$ cat src/rtl/fp_div_arb.sv
// -----------------------------------------------------------------------------
// fp_div_arb_pkg / fp_div_arb
//
// Purpose:
//   Round-robin arbiter and sequencer that shares one multi-cycle fp_div
//   instance between NUM_REQ requesters.
//   - An op is accepted over a per-requester valid/ready handshake.
//   - The operands are registered and the divider gets a one-cycle start
//     pulse.
//   - The unrounded result and the divide-by-zero flag are captured on the
//     divider's done.
//   - They are returned, tagged with the requester ID and rounding mode, over
//     a valid/ready response channel.
//
// Ports:
//   clk_i, reset_i           clock, synchronous active-high reset
//   req_valid_i/req_ready_o  per-requester handshake (ready is one-hot or 0)
//   req_a_i/req_b_i          packed operands, slice i belongs to requester i
//   req_rnd_i                packed 3-bit rounding modes per requester
//   div_a_o/div_b_o          registered operands to fp_div
//   div_rnd_o                registered rounding mode to fp_div
//   div_start_o              one-cycle start pulse to fp_div
//   div_done_i               done from fp_div
//   div_result_i, div_dz_i   unrounded result bundle and divide-by-zero flag
//   rsp_valid_o/rsp_ready_i  response handshake
//   rsp_result_o, rsp_dz_o   captured result bundle and divide-by-zero flag
//   rsp_rnd_o, rsp_id_o      rounding mode and requester index of the op
//   busy_o                   high whenever the sequencer is not idle
// -----------------------------------------------------------------------------
package fp_div_arb_pkg;

  typedef enum logic [1:0] {
    FP16 = 2'd0,
    FP32 = 2'd1,
    FP64 = 2'd2
  } fp_format_e;

  function automatic int unsigned fp_width(fp_format_e fmt);
    case (fmt)
      FP16:    return 16;
      FP64:    return 64;
      default: return 32;
    endcase
  endfunction

  typedef enum logic [2:0] {
    RNE = 3'd0,
    RTZ = 3'd1,
    RDN = 3'd2,
    RUP = 3'd3,
    RMM = 3'd4
  } roundmode_e;

  // Unrounded divider output for the FP32 datapath: truncated result plus
  // guard/round/sticky bits for the downstream rounder.
  typedef struct packed {
    logic [31:0] u_result;
    logic        guard;
    logic        round;
    logic        sticky;
  } uround_res_t;

endpackage

module fp_div_arb
  import fp_div_arb_pkg::*;
#(
  parameter fp_format_e  FP_FORMAT = FP32,
  parameter int unsigned NUM_REQ   = 2,
  parameter int unsigned RES_WIDTH = $bits(uround_res_t),
  localparam int unsigned FP_WIDTH = fp_width(FP_FORMAT),
  localparam int unsigned ID_WIDTH = $clog2(NUM_REQ)
) (
  input  logic                          clk_i,
  input  logic                          reset_i,
  input  logic [NUM_REQ-1:0]            req_valid_i,
  output logic [NUM_REQ-1:0]            req_ready_o,
  input  logic [NUM_REQ*FP_WIDTH-1:0]   req_a_i,
  input  logic [NUM_REQ*FP_WIDTH-1:0]   req_b_i,
  input  logic [NUM_REQ*3-1:0]          req_rnd_i,
  output logic [FP_WIDTH-1:0]           div_a_o,
  output logic [FP_WIDTH-1:0]           div_b_o,
  output logic [2:0]                    div_rnd_o,
  output logic                          div_start_o,
  input  logic                          div_done_i,
  input  logic [RES_WIDTH-1:0]          div_result_i,
  input  logic                          div_dz_i,
  output logic                          rsp_valid_o,
  input  logic                          rsp_ready_i,
  output logic [RES_WIDTH-1:0]          rsp_result_o,
  output logic                          rsp_dz_o,
  output logic [2:0]                    rsp_rnd_o,
  output logic [ID_WIDTH-1:0]           rsp_id_o,
  output logic                          busy_o
);

  typedef enum logic [1:0] {
    IDLE  = 2'd0,
    ISSUE = 2'd1,
    BUSY  = 2'd2,
    RESP  = 2'd3
  } state_e;

  state_e                state_q,      state_d;
  logic [ID_WIDTH-1:0]   rr_ptr_q,     rr_ptr_d;
  logic [FP_WIDTH-1:0]   div_a_q,      div_a_d;
  logic [FP_WIDTH-1:0]   div_b_q,      div_b_d;
  logic [2:0]            div_rnd_q,    div_rnd_d;
  logic [RES_WIDTH-1:0]  rsp_result_q, rsp_result_d;
  logic                  rsp_dz_q,     rsp_dz_d;
  logic [2:0]            rsp_rnd_q,    rsp_rnd_d;
  logic [ID_WIDTH-1:0]   rsp_id_q,     rsp_id_d;

  logic                  grant_valid;
  logic [ID_WIDTH-1:0]   grant_idx;
  logic [FP_WIDTH-1:0]   sel_a;
  logic [FP_WIDTH-1:0]   sel_b;
  logic [2:0]            sel_rnd;

  // Round-robin pick: the first pass only looks at requesters at or above the
  // pointer, the second pass wraps around to the low indices. Purely a
  // function of the valids and the pointer, so valid never waits on ready.
  // NOTE: every combinational output gets a default before any condition so
  // no path leaves it unassigned and no latch is inferred.
  always_comb begin
    grant_valid = 1'b0;
    grant_idx   = '0;
    for (int i = 0; i < NUM_REQ; i++) begin
      if (!grant_valid && req_valid_i[i] && (ID_WIDTH'(i) >= rr_ptr_q)) begin
        grant_valid = 1'b1;
        grant_idx   = ID_WIDTH'(i);
      end
    end
    for (int i = 0; i < NUM_REQ; i++) begin
      if (!grant_valid && req_valid_i[i]) begin
        grant_valid = 1'b1;
        grant_idx   = ID_WIDTH'(i);
      end
    end
  end

  // Operand mux and one-hot ready; ready is only offered while idle.
  always_comb begin
    sel_a       = '0;
    sel_b       = '0;
    sel_rnd     = '0;
    req_ready_o = '0;
    for (int i = 0; i < NUM_REQ; i++) begin
      if (grant_idx == ID_WIDTH'(i)) begin
        sel_a   = req_a_i[i*FP_WIDTH +: FP_WIDTH];
        sel_b   = req_b_i[i*FP_WIDTH +: FP_WIDTH];
        sel_rnd = req_rnd_i[i*3 +: 3];
      end
      req_ready_o[i] = (state_q == IDLE) && grant_valid
                       && (grant_idx == ID_WIDTH'(i));
    end
  end

  // Next-state and register-update logic.
  always_comb begin
    state_d      = state_q;
    rr_ptr_d     = rr_ptr_q;
    div_a_d      = div_a_q;
    div_b_d      = div_b_q;
    div_rnd_d    = div_rnd_q;
    rsp_result_d = rsp_result_q;
    rsp_dz_d     = rsp_dz_q;
    rsp_rnd_d    = rsp_rnd_q;
    rsp_id_d     = rsp_id_q;

    case (state_q)
      IDLE: begin
        if (grant_valid) begin
          div_a_d   = sel_a;
          div_b_d   = sel_b;
          div_rnd_d = sel_rnd;
          rsp_rnd_d = sel_rnd;
          rsp_id_d  = grant_idx;
          rr_ptr_d  = (grant_idx == ID_WIDTH'(NUM_REQ - 1)) ? '0
                                                             : grant_idx + ID_WIDTH'(1);
          state_d   = ISSUE;
        end
      end
      // The start pulse lives in this state; a done here cannot belong to
      // this op yet and is ignored.
      ISSUE: state_d = BUSY;
      BUSY: begin
        if (div_done_i) begin
          rsp_result_d = div_result_i;
          rsp_dz_d     = div_dz_i;
          state_d      = RESP;
        end
      end
      // Captured response is held until the consumer takes it; a stray done
      // here changes nothing.
      RESP: begin
        if (rsp_ready_i) state_d = IDLE;
      end
      default: state_d = IDLE;
    endcase
  end

  // NOTE: sequential state uses non-blocking assignments so every flop
  // samples the pre-edge values computed above.
  always_ff @(posedge clk_i) begin
    if (reset_i) begin
      // NOTE: the datapath registers are reset as well because they drive
      // output ports directly and must read 0 out of reset.
      state_q      <= IDLE;
      rr_ptr_q     <= '0;
      div_a_q      <= '0;
      div_b_q      <= '0;
      div_rnd_q    <= '0;
      rsp_result_q <= '0;
      rsp_dz_q     <= 1'b0;
      rsp_rnd_q    <= '0;
      rsp_id_q     <= '0;
    end else begin
      state_q      <= state_d;
      rr_ptr_q     <= rr_ptr_d;
      div_a_q      <= div_a_d;
      div_b_q      <= div_b_d;
      div_rnd_q    <= div_rnd_d;
      rsp_result_q <= rsp_result_d;
      rsp_dz_q     <= rsp_dz_d;
      rsp_rnd_q    <= rsp_rnd_d;
      rsp_id_q     <= rsp_id_d;
    end
  end

  // Control outputs decode straight from the state register, so they are
  // glitch-free and drop the cycle after a reset.
  assign div_start_o  = (state_q == ISSUE);
  assign rsp_valid_o  = (state_q == RESP);
  assign busy_o       = (state_q != IDLE);

  assign div_a_o      = div_a_q;
  assign div_b_o      = div_b_q;
  assign div_rnd_o    = div_rnd_q;
  assign rsp_result_o = rsp_result_q;
  assign rsp_dz_o     = rsp_dz_q;
  assign rsp_rnd_o    = rsp_rnd_q;
  assign rsp_id_o     = rsp_id_q;

endmodule

$ cat config.mk
export PLATFORM = sky130hd
export DESIGN_NAME = fp_div_arb
export DESIGN_NICKNAME = d
export VERILOG_FILES = /design/src/rtl/fp_div_arb.sv
export SDC_FILE = /design/constraint.sdc
export NUM_CORES = 1
export LEC_CHECK = 0
export CORE_ASPECT_RATIO = 2
export CORE_MARGIN = 1
export CORE_UTILIZATION = 32
export DETAILED_ROUTE_END_ITERATION = 6
export GPL_TIMING_DRIVEN = 0
export PLACE_DENSITY_LB_ADDON = 0.3
export RECOVER_POWER = 50
export SYNTH_ARGS = -nofsm -noshare
export SYNTH_HDL_FRONTEND = slang
export SYNTH_SLANG_ARGS = --single-unit
$ cat constraint.sdc
create_clock -name clk_i -period 1.6 [get_ports clk_i]
set_input_delay 0.32 -clock clk_i [delete_from_list [all_inputs] [get_ports clk_i]]
set_output_delay 0.32 -clock clk_i [all_outputs]
set_load 0.005 [all_outputs]
==> key figures, run 1 <==
Floorplan
  • Ports: 288
  • Die extent in x: 83.01 um
  • Die footprint: 13620 um2
  • Rows: 58
  • Effective utilization at floorplan: 33.07%
  • CORE AREA: 12700 um2
  • Y dimension of the die: 164.0 um

Power and ir drop
  • Power after layout: 10080 uW
  • Power density relative to cell area: 1263 nW/um2
  • Peak supply drop: 801.7 uV
  • Static leakage power: 0.002954 uW

Finish
  • Area occupied by registers: 2151 um2
  • Combined area of the multi-input logic cells: 1982 um2
  • Most common cell after layout, fill and taps aside: sky130_fd_sc_hd__clkdlybuf4s50_1
  • Post-layout net count: 915
  • Filler cells: 1055
  • Share of post-route cells with drive strength above 1: 13.78%
  • Number of diodes: 0
  • Count of non-filler cells in the finished layout: 890
  • Top library cells by usage in the layout, fill and taps aside: 276 x sky130_fd_sc_hd__clkdlybuf4s50_1, 100 x sky130_fd_sc_hd__dfxtp_1, 74 x sky130_fd_sc_hd__nand2_1, 67 x sky130_fd_sc_hd__a221o_1, 53 x sky130_fd_sc_hd__nor3b_1
  • Area Overhead vs Synth: 90.05%

Worst setup path
  • Cell with the largest stage delay on the worst path: sky130_fd_sc_hd__dfxtp_2
  • Critical path fanouts, max: 6
  • Startpoint class of the critical path: register
  • Crit path required time: 1280 ps
  • Crit-path cells: inv_2 > ha_4 > nand2_4 > a21oi_4 > buf_2
  • Category of the critical setup timing path: register to output pin
  • Worst stage delay on the critical path: 340 ps
  • Kind of end point of the critical path: output pin
  • Crit path buf inv count: 2
  • Crit path DAT: 1360 ps
  • Largest delay contributor family on the critical path: flip-flops

Clocking
  • Root Buffer Master: sky130_fd_sc_hd__clkbuf_16
  • Cts bufs inserted: 9
  • CTS tree: built
  • H-tree Lvls: 3
  • Largest buffer count on any clock path: 2
  • Clock-pin slew on the worst setup and hold paths: 70 ps
  • Post-CTS Hold Fix Bufs: 0
  • Source-to-sink clock delay at the later pin of the worst-skew pair: 350 ps
  • Number of sinks handled by clock tree synthesis: 107

Timing
  • Slew at the pin closest to its max-slew limit: 606.1 ps
  • Number of hold violations in the final report: 0
  • Time the final worst path needs with I/O delays and setup: 1675 ps
  • Count of endpoints failing setup in the final report: 2
  • Period Utilization, post-route: 104.7%
  • Worst slew slack as a fraction of its limit: 59.60%
  • Setup WS post-layout: -75.11 ps
  • RSZ-0062 raised after global routing: yes
  • Max-slew violations: 0
  • FMAX: 597.0 MHz
  • Setup clock skew after layout: 12.92 ps
  • Accumulated negative setup slack: -115.7 ps

Synthesis
  • Post-synthesis net count: 603
  • Cell variety after synth: 21
  • Netlist area before placement: 4200 um2
  • Post-synthesis xor/xnor area fraction: 0%
  • Number of warnings printed during yosys synthesis: 0
  • Synthesized instance count: 423
  • Complex-gate fraction of the synthesized area: 22.40%
  • Flip-flop and latch count after synthesis: 107
  • Mux share of post-synthesis cell area: 0%
  • Average size of a mapped cell: 9.930 um2
  • Part of the Yosys area used for sequential elements: 51.00%
  • Adder-Cell Fraction of Synth Area: 1.192%
  • Largest family of logic cells by synthesized area: compound AO/OA/AOI/OAI gates
  • Post-synthesis share of cell area spent on and, or, nand and nor gates: 19.75%
  • Proportion of netlist area held by the largest area contributor: 51.00%
  • Leading area contributor after synthesis: sky130_fd_sc_hd__dfxtp_1
  • Synth area leaders: sky130_fd_sc_hd__dfxtp_1 51%, sky130_fd_sc_hd__a221o_1 16%, sky130_fd_sc_hd__nor3b_1 12%

Routing
  • Drt total wl: 15690 um
  • DRC errors left: 0
  • Total number of vias: 4596
  • Avg WL per Cell: 17.63 um
  • Drt initial violations: 142
  • Detail Route Antenna Nets: 0
  • Pre-Repair DR Iteration Count: 6
  • Vias/cell: 5.164

Run status
  • Failing checks: setup timing
  • Outcome: complete, but fails checks

Place
  • HPWL after detailed placement: 11970 um
  • Total placed cells including tap cells: 859
  • Pre-CTS setup slack: -557.0 ps
  • Gp weighted congestion: 0.7881
  • Input/output buffers: 286

Run
  • Maximum Capacitance Violations: 0

Hold path
  • Hold Path Class: register to register

Global route
  • Remaining global-route overflow: 0
  • First-pass GRT wire length: 23340 um
  • Number of global-route vias before repair: 4734
  • Largest net degree at the start of global routing: 20
  • Number of antenna violations at the first check in global routing: 0
  • Total Routing Usage GR: 21.65%
-- sequential cells by signal, summed over array words and instances (netlist names) --
signal / count
rsp_dz_o: 1
rsp_result_o: 35
div_a_o: 32
rr_ptr_q: 1
rsp_rnd_o: 3
div_b_o: 32
state_q: 2
rsp_id_o: 1
-- layer usage --
layer / part of all wire, % / wire length (um) / GRT usage, % / vias up
li1: - / - / - / 2185
met2: 55 / 8704 / 41.54 / 210
met5: 0 / 0 / 0 / -
met1: 35 / 5547 / 21.61 / 2163
met4: 3.8 / 592 / 10.89 / 0
met3: 5.4 / 849 / 4.673 / 38
-- path summary, 6_finish.rpt --
| path | startpoint | endpoint | slack (ps) | depth (start not counted) |
|---|---|---|---|---|
| setup / recovery | state_q[0]$_SDFFE_PP0P_ | req_ready_o[1] | -80 | 5 |
| hold / removal | rsp_result_o[21]$_SDFFE_PP0P_ | rsp_result_o[21]$_SDFFE_PP0P_ | 460 | 2 |
| setup reg to reg | state_q[0]$_SDFFE_PP0P_ | div_a_o[28]$_SDFFE_PP0N_ | 10 | 7 |
| hold reg to reg | rsp_result_o[21]$_SDFFE_PP0P_ | rsp_result_o[21]$_SDFFE_PP0P_ | 460 | 2 |
-- cells by family after synthesis --
logic type | Yosys count
AOI/OAI and AO/OA | 114
adders and majority gates | 4
buffers and inverters | 48
DFF | 107
and+or+nand+nor | 150
-- report_power, final --
part	total [uW]	switching (uW)	leakage (uW)	internal (uW)
sequential	3650	332	0.000879	3310
combinational	4260	1560	0.00193	2690
clock	2180	1090	0.000143	1090
-- through the flow --
stage | utilization, % | cell area, um2 | hold slack, ps
after floorplan | - | 4200 | 452.7
after global placement | 57.09 | 7251 | 441.7
after detailed placement | 57.09 | 7251 | 447.1
after CTS | 60.04 | 7625 | 457.5
after global routing | 62.86 | 7983 | 471.6
final | 62.86 | 7983 | 456.0
-- cell type report --
| type | instances | area share (%) |
|---|---|---|
| timing repair buffer | 301 | 37.92 |
| sequential | 107 | 26.94 |
| multi-input combinational | 268 | 24.83 |
| buffer | 43 | 4.138 |
| clock buffer | 9 | 2.821 |
| tap | 150 | 2.351 |
| clock inverter | 7 | 0.7680 |
| inverter | 5 | 0.2351 |
-- synthesized netlist by cell type --
| cell | instances |
|---|---|
| sky130_fd_sc_hd__o31ai_1 | 1 |
| sky130_fd_sc_hd__inv_1 | 5 |
| sky130_fd_sc_hd__ha_1 | 4 |
| sky130_fd_sc_hd__nand3_1 | 1 |
| sky130_fd_sc_hd__o21a_1 | 2 |
| sky130_fd_sc_hd__nor2b_1 | 2 |
| sky130_fd_sc_hd__clkbuf_1 | 11 |
| sky130_fd_sc_hd__a21oi_1 | 39 |
| sky130_fd_sc_hd__and2_0 | 1 |
| sky130_fd_sc_hd__nand2_1 | 77 |
| sky130_fd_sc_hd__nor3b_1 | 68 |
| sky130_fd_sc_hd__o311a_1 | 1 |
| sky130_fd_sc_hd__dfxtp_1 | 107 |
| sky130_fd_sc_hd__o311ai_0 | 1 |
| sky130_fd_sc_hd__and2_1 | 1 |
| sky130_fd_sc_hd__o41ai_1 | 1 |
| sky130_fd_sc_hd__buf_2 | 19 |
| sky130_fd_sc_hd__a221o_1 | 67 |
| sky130_fd_sc_hd__buf_4 | 9 |
| sky130_fd_sc_hd__buf_1 | 4 |
| sky130_fd_sc_hd__a211oi_2 | 2 |
-- worst register-to-register path: stages, from the launching register on --
cell	delay, ps
sky130_fd_sc_hd__dfxtp_2	340
sky130_fd_sc_hd__inv_2	90
sky130_fd_sc_hd__ha_4	210
sky130_fd_sc_hd__o21a_4	190
sky130_fd_sc_hd__buf_12	160
sky130_fd_sc_hd__clkbuf_16	170
sky130_fd_sc_hd__nor3b_2	40
sky130_fd_sc_hd__a221o_1	280
-- what timing repair did --
action / in CTS / in global routing
resized for setup: 49 / 65
cloned: 0 / 5
pin swaps: 1 / 17
setup endpoints to repair: 106 / 73
endpoints found under the hold margin: 0 / 0
buffers inserted: 4 / 6
Note: power is estimated with default switching activity, not from simulation.
==> inputs of run 2 (changes only) <==
--- a/config.mk
+++ b/config.mk
@@ -10,6 +10,7 @@
 export CORE_UTILIZATION = 32
 export DETAILED_ROUTE_END_ITERATION = 6
 export GPL_TIMING_DRIVEN = 0
+export HOLD_SLACK_MARGIN = 0.05
 export PLACE_DENSITY_LB_ADDON = 0.3
 export RECOVER_POWER = 50
 export SYNTH_ARGS = -nofsm -noshare
==> results of run 2 <==
Final layout, timing and power as in run 1 (identical DEF).
==> inputs of run 3 (changes only) <==
--- a/config.mk
+++ b/config.mk
@@ -5,9 +5,10 @@
 export SDC_FILE = /design/constraint.sdc
 export NUM_CORES = 1
 export LEC_CHECK = 0
+export ABC_AREA = 1
 export CORE_ASPECT_RATIO = 2
 export CORE_MARGIN = 1
-export CORE_UTILIZATION = 32
+export CORE_UTILIZATION = 35
 export DETAILED_ROUTE_END_ITERATION = 6
 export GPL_TIMING_DRIVEN = 0
 export HOLD_SLACK_MARGIN = 0.05
==> key figures, run 3 <==
Run status
  • Outcome: complete, but fails checks
  • Failing checks: setup timing

Floorplan
  • Die footprint: 14810 um2
  • Rows: 61
  • Die extent in x: 86.55 um
  • Y dimension of the die: 171.1 um
  • CORE AREA: 13890 um2
  • Effective utilization at floorplan: 36.02%
  • Ports: 288

Place
  • Pre-CTS setup slack: -838.9 ps
  • Input/output buffers: 285
  • Total placed cells including tap cells: 1249
  • HPWL after detailed placement: 14260 um
  • Gp weighted congestion: 0.8170

Finish
  • Area Overhead vs Synth: 72.82%
  • Number of diodes: 0
  • Post-layout net count: 1263
  • Post-Route Utilization: 62.25%
  • Count of non-filler cells in the finished layout: 1277
  • Most common cell after layout, fill and taps aside: sky130_fd_sc_hd__clkdlybuf4s50_1
  • Largest register FFs: 35
  • Share of post-route cells with drive strength above 1: 8.272%
  • Top library cells by usage in the layout, fill and taps aside: 276 x sky130_fd_sc_hd__clkdlybuf4s50_1, 252 x sky130_fd_sc_hd__nor2_1, 143 x sky130_fd_sc_hd__nand2_1, 102 x sky130_fd_sc_hd__dfxtp_1, 72 x sky130_fd_sc_hd__inv_1

Worst setup path
  • Worst setup endpoint: req_ready_o[0]
  • Worst Reg2Reg Path Length in Cells: 10
  • Source of the worst register-to-register timing path: state_q[0]$_SDFFE_PP0P_
  • Critical path fanouts, max: 3
  • Crit path launch: state_q[1]$_SDFFE_PP0P_
  • Kind of end point of the critical path: output pin
  • Worst R2R Setup Slack: 110 ps
  • Crit path DAT: 1350 ps
  • Crit path required time: 1280 ps
  • Endpoint of the worst register-to-register path: div_a_o[12]$_SDFFE_PP0N_
  • Category of the critical setup timing path: register to output pin
  • Startpoint class of the critical path: register

Power and ir drop
  • Static leakage power: 0.003979 uW
  • Peak supply drop: 793.5 uV
  • Power density relative to cell area: 1404 nW/um2

Synthesis
  • Most instantiated library cell after synthesis: sky130_fd_sc_hd__nor2_1
  • Number of warnings printed during yosys synthesis: 0
  • Synthesized instance count: 775
  • Post-synthesis net count: 955
  • Fraction of registers with async set or reset after synthesis: 0%
  • Netlist area before placement: 5004 um2
  • Flip-flop and latch count after synthesis: 107
  • Part of the Yosys area used for sequential elements: 42.81%
  • Cell variety after synth: 21
  • Average size of a mapped cell: 6.456 um2
  • Synth area leaders: sky130_fd_sc_hd__dfxtp_1 43%, sky130_fd_sc_hd__nor2_1 19%, sky130_fd_sc_hd__nand2_1 11%
  • Commonest cells in the synthesized netlist: 252 x sky130_fd_sc_hd__nor2_1, 147 x sky130_fd_sc_hd__nand2_1, 107 x sky130_fd_sc_hd__dfxtp_1
  • Proportion of netlist area held by the largest area contributor: 42.81%
  • Count of flip-flops with a built-in enable after synthesis: 0
  • Leading area contributor after synthesis: sky130_fd_sc_hd__dfxtp_1
  • Main flop type after synthesis: sky130_fd_sc_hd__dfxtp_1

Run
  • Maximum Capacitance Violations: 0

Global route
  • Remaining global-route overflow: 0
  • Largest net degree at the start of global routing: 19
  • First-pass GRT wire length: 27760 um
  • Number of antenna violations at the first check in global routing: 0
  • Number of global-route vias before repair: 5691
  • Total Routing Usage GR: 24.35%

Clocking
  • Number of sinks handled by clock tree synthesis: 107
  • Post-CTS Hold Fix Bufs: 0
  • Largest buffer count on any clock path: 2
  • Clock-pin slew on the worst setup and hold paths: 70 ps
  • H-tree Lvls: 3
  • Cts bufs inserted: 9
  • CTS tree: built
  • Root Buffer Master: sky130_fd_sc_hd__clkbuf_16
  • Source-to-sink clock delay at the later pin of the worst-skew pair: 340 ps

Routing
  • Vias/cell: 4.555
  • Drt initial violations: 191
  • Pre-Repair DR Iteration Count: 6
  • Avg WL per Cell: 14.10 um
  • DRC errors left: 0
  • Detail Route Antenna Nets: 0
  • Drt total wl: 18010 um
  • Total number of vias: 5817

Timing
  • Slew at the pin closest to its max-slew limit: 507.1 ps
  • Setup clock skew after layout: 8.010 ps
  • Period Utilization, post-route: 104.1%
  • Setup WS post-layout: -65.08 ps
  • Number of hold violations in the final report: 0
  • Count of endpoints failing setup in the final report: 2
  • FMAX: 600.6 MHz
  • Max-slew violations: 0
  • Time the final worst path needs with I/O delays and setup: 1665 ps
  • RSZ-0062 raised after global routing: yes
  • Worst slew slack as a fraction of its limit: 66.20%

Hold path
  • Instance count along the most critical hold path: 2
  • Hold Path Class: register to register
[run 3: cell count changes after synthesis, moves of 11 or more]
| cell | delta |
|---|---|
| sky130_fd_sc_hd__nor3b_1 | -68 |
| sky130_fd_sc_hd__a221o_1 | -67 |
| sky130_fd_sc_hd__a21oi_1 | -37 |
| sky130_fd_sc_hd__nand2_1 | +70 |
| sky130_fd_sc_hd__nor2_1 | +252 |
| sky130_fd_sc_hd__nand4_1 | +67 |
| sky130_fd_sc_hd__clkbuf_1 | +11 |
| sky130_fd_sc_hd__nand3_1 | +17 |
| sky130_fd_sc_hd__inv_1 | +71 |
| sky130_fd_sc_hd__o21ai_0 | +36 |
[run 3: layout make-up]
type                            instances  area (um2)
Fill cell                            1335        5244
Timing Repair Buffer                  298        2958
Multi-Input combinational cell        531        2349
Sequential cell                       107        2148
Buffer                                 57       336.6
Inverter                               79       300.3
Clock buffer                           11       252.7
Tap cell                              189       236.5
Clock inverter                          5       66.31
[run 3: cell families after synthesis]
group	after synthesis	synth area share, %
compound gates	39	3.976
flops	107	42.81
simple gates	488	40.86
buf+inv	137	11.35
fa+ha+maj	4	1.000
[run 3: metrics by stage]
| step | setup TNS [ps] | cell area, um2 | hold WS [ps] | power [uW] |
|---|---|---|---|---|
| floorplan | 0 | 5004 | 443.5 | 6519 |
| global placement | -37020 | 8093 | 449.0 | 9172 |
| detailed placement | -38010 | 8093 | 460.0 | 9253 |
| CTS | -291.2 | 8584 | 472.8 | 12140 |
| global route | -255.7 | 8647 | 488.4 | 13060 |
| finish | -100.4 | 8647 | 468.1 | 12140 |
[run 3: worst min-delay path by stage]
stage,start,to,slack (ps)
finish,rr_ptr_q$_SDFFE_PP0N_,rr_ptr_q$_SDFFE_PP0N_,470
global placement,rsp_id_o$_SDFFE_PP0N_,rsp_id_o$_SDFFE_PP0N_,450
CTS,rr_ptr_q$_SDFFE_PP0N_,rr_ptr_q$_SDFFE_PP0N_,470
detailed placement,rsp_id_o$_SDFFE_PP0N_,rsp_id_o$_SDFFE_PP0N_,460
floorplan,rr_ptr_q$_SDFFE_PP0N_,rr_ptr_q$_SDFFE_PP0N_,440
global route,rsp_id_o$_SDFFE_PP0N_,rsp_id_o$_SDFFE_PP0N_,490
[run 3: metal layers]
metal  share of wire, %  up-vias  GRT usage, %
met5                  0        -             0
met4                2.4        0         8.478
met3                7.4       25         7.188
met2                 56      219         49.10
met1                 34     2549         22.09
li1                   -     3024             -
[run 3: timing repair]
item | in CTS | in global routing
setup buffers | 11 | 2
pin swaps | 4 | 0
gates resized for setup | 55 | 27
setup endpoints to repair | 113 | 100
cloned | 0 | 0
[run 3: power breakdown]
group	total, uW	switching, uW	internal [uW]
logic	6110	3070	3040
clock network	2380	1060	1320
registers	3650	326	3320
total	12100	4450	7690
[run 3: critical path, cell delays in order, from the launching register on]
cell and delay (ps):
sky130_fd_sc_hd__dfxtp_2 320, sky130_fd_sc_hd__inv_2 80, sky130_fd_sc_hd__ha_4 170, sky130_fd_sc_hd__inv_4 50
sky130_fd_sc_hd__nor2_8 90, sky130_fd_sc_hd__nand2_4 60, sky130_fd_sc_hd__buf_8 110, sky130_fd_sc_hd__inv_2 40
sky130_fd_sc_hd__buf_6 80
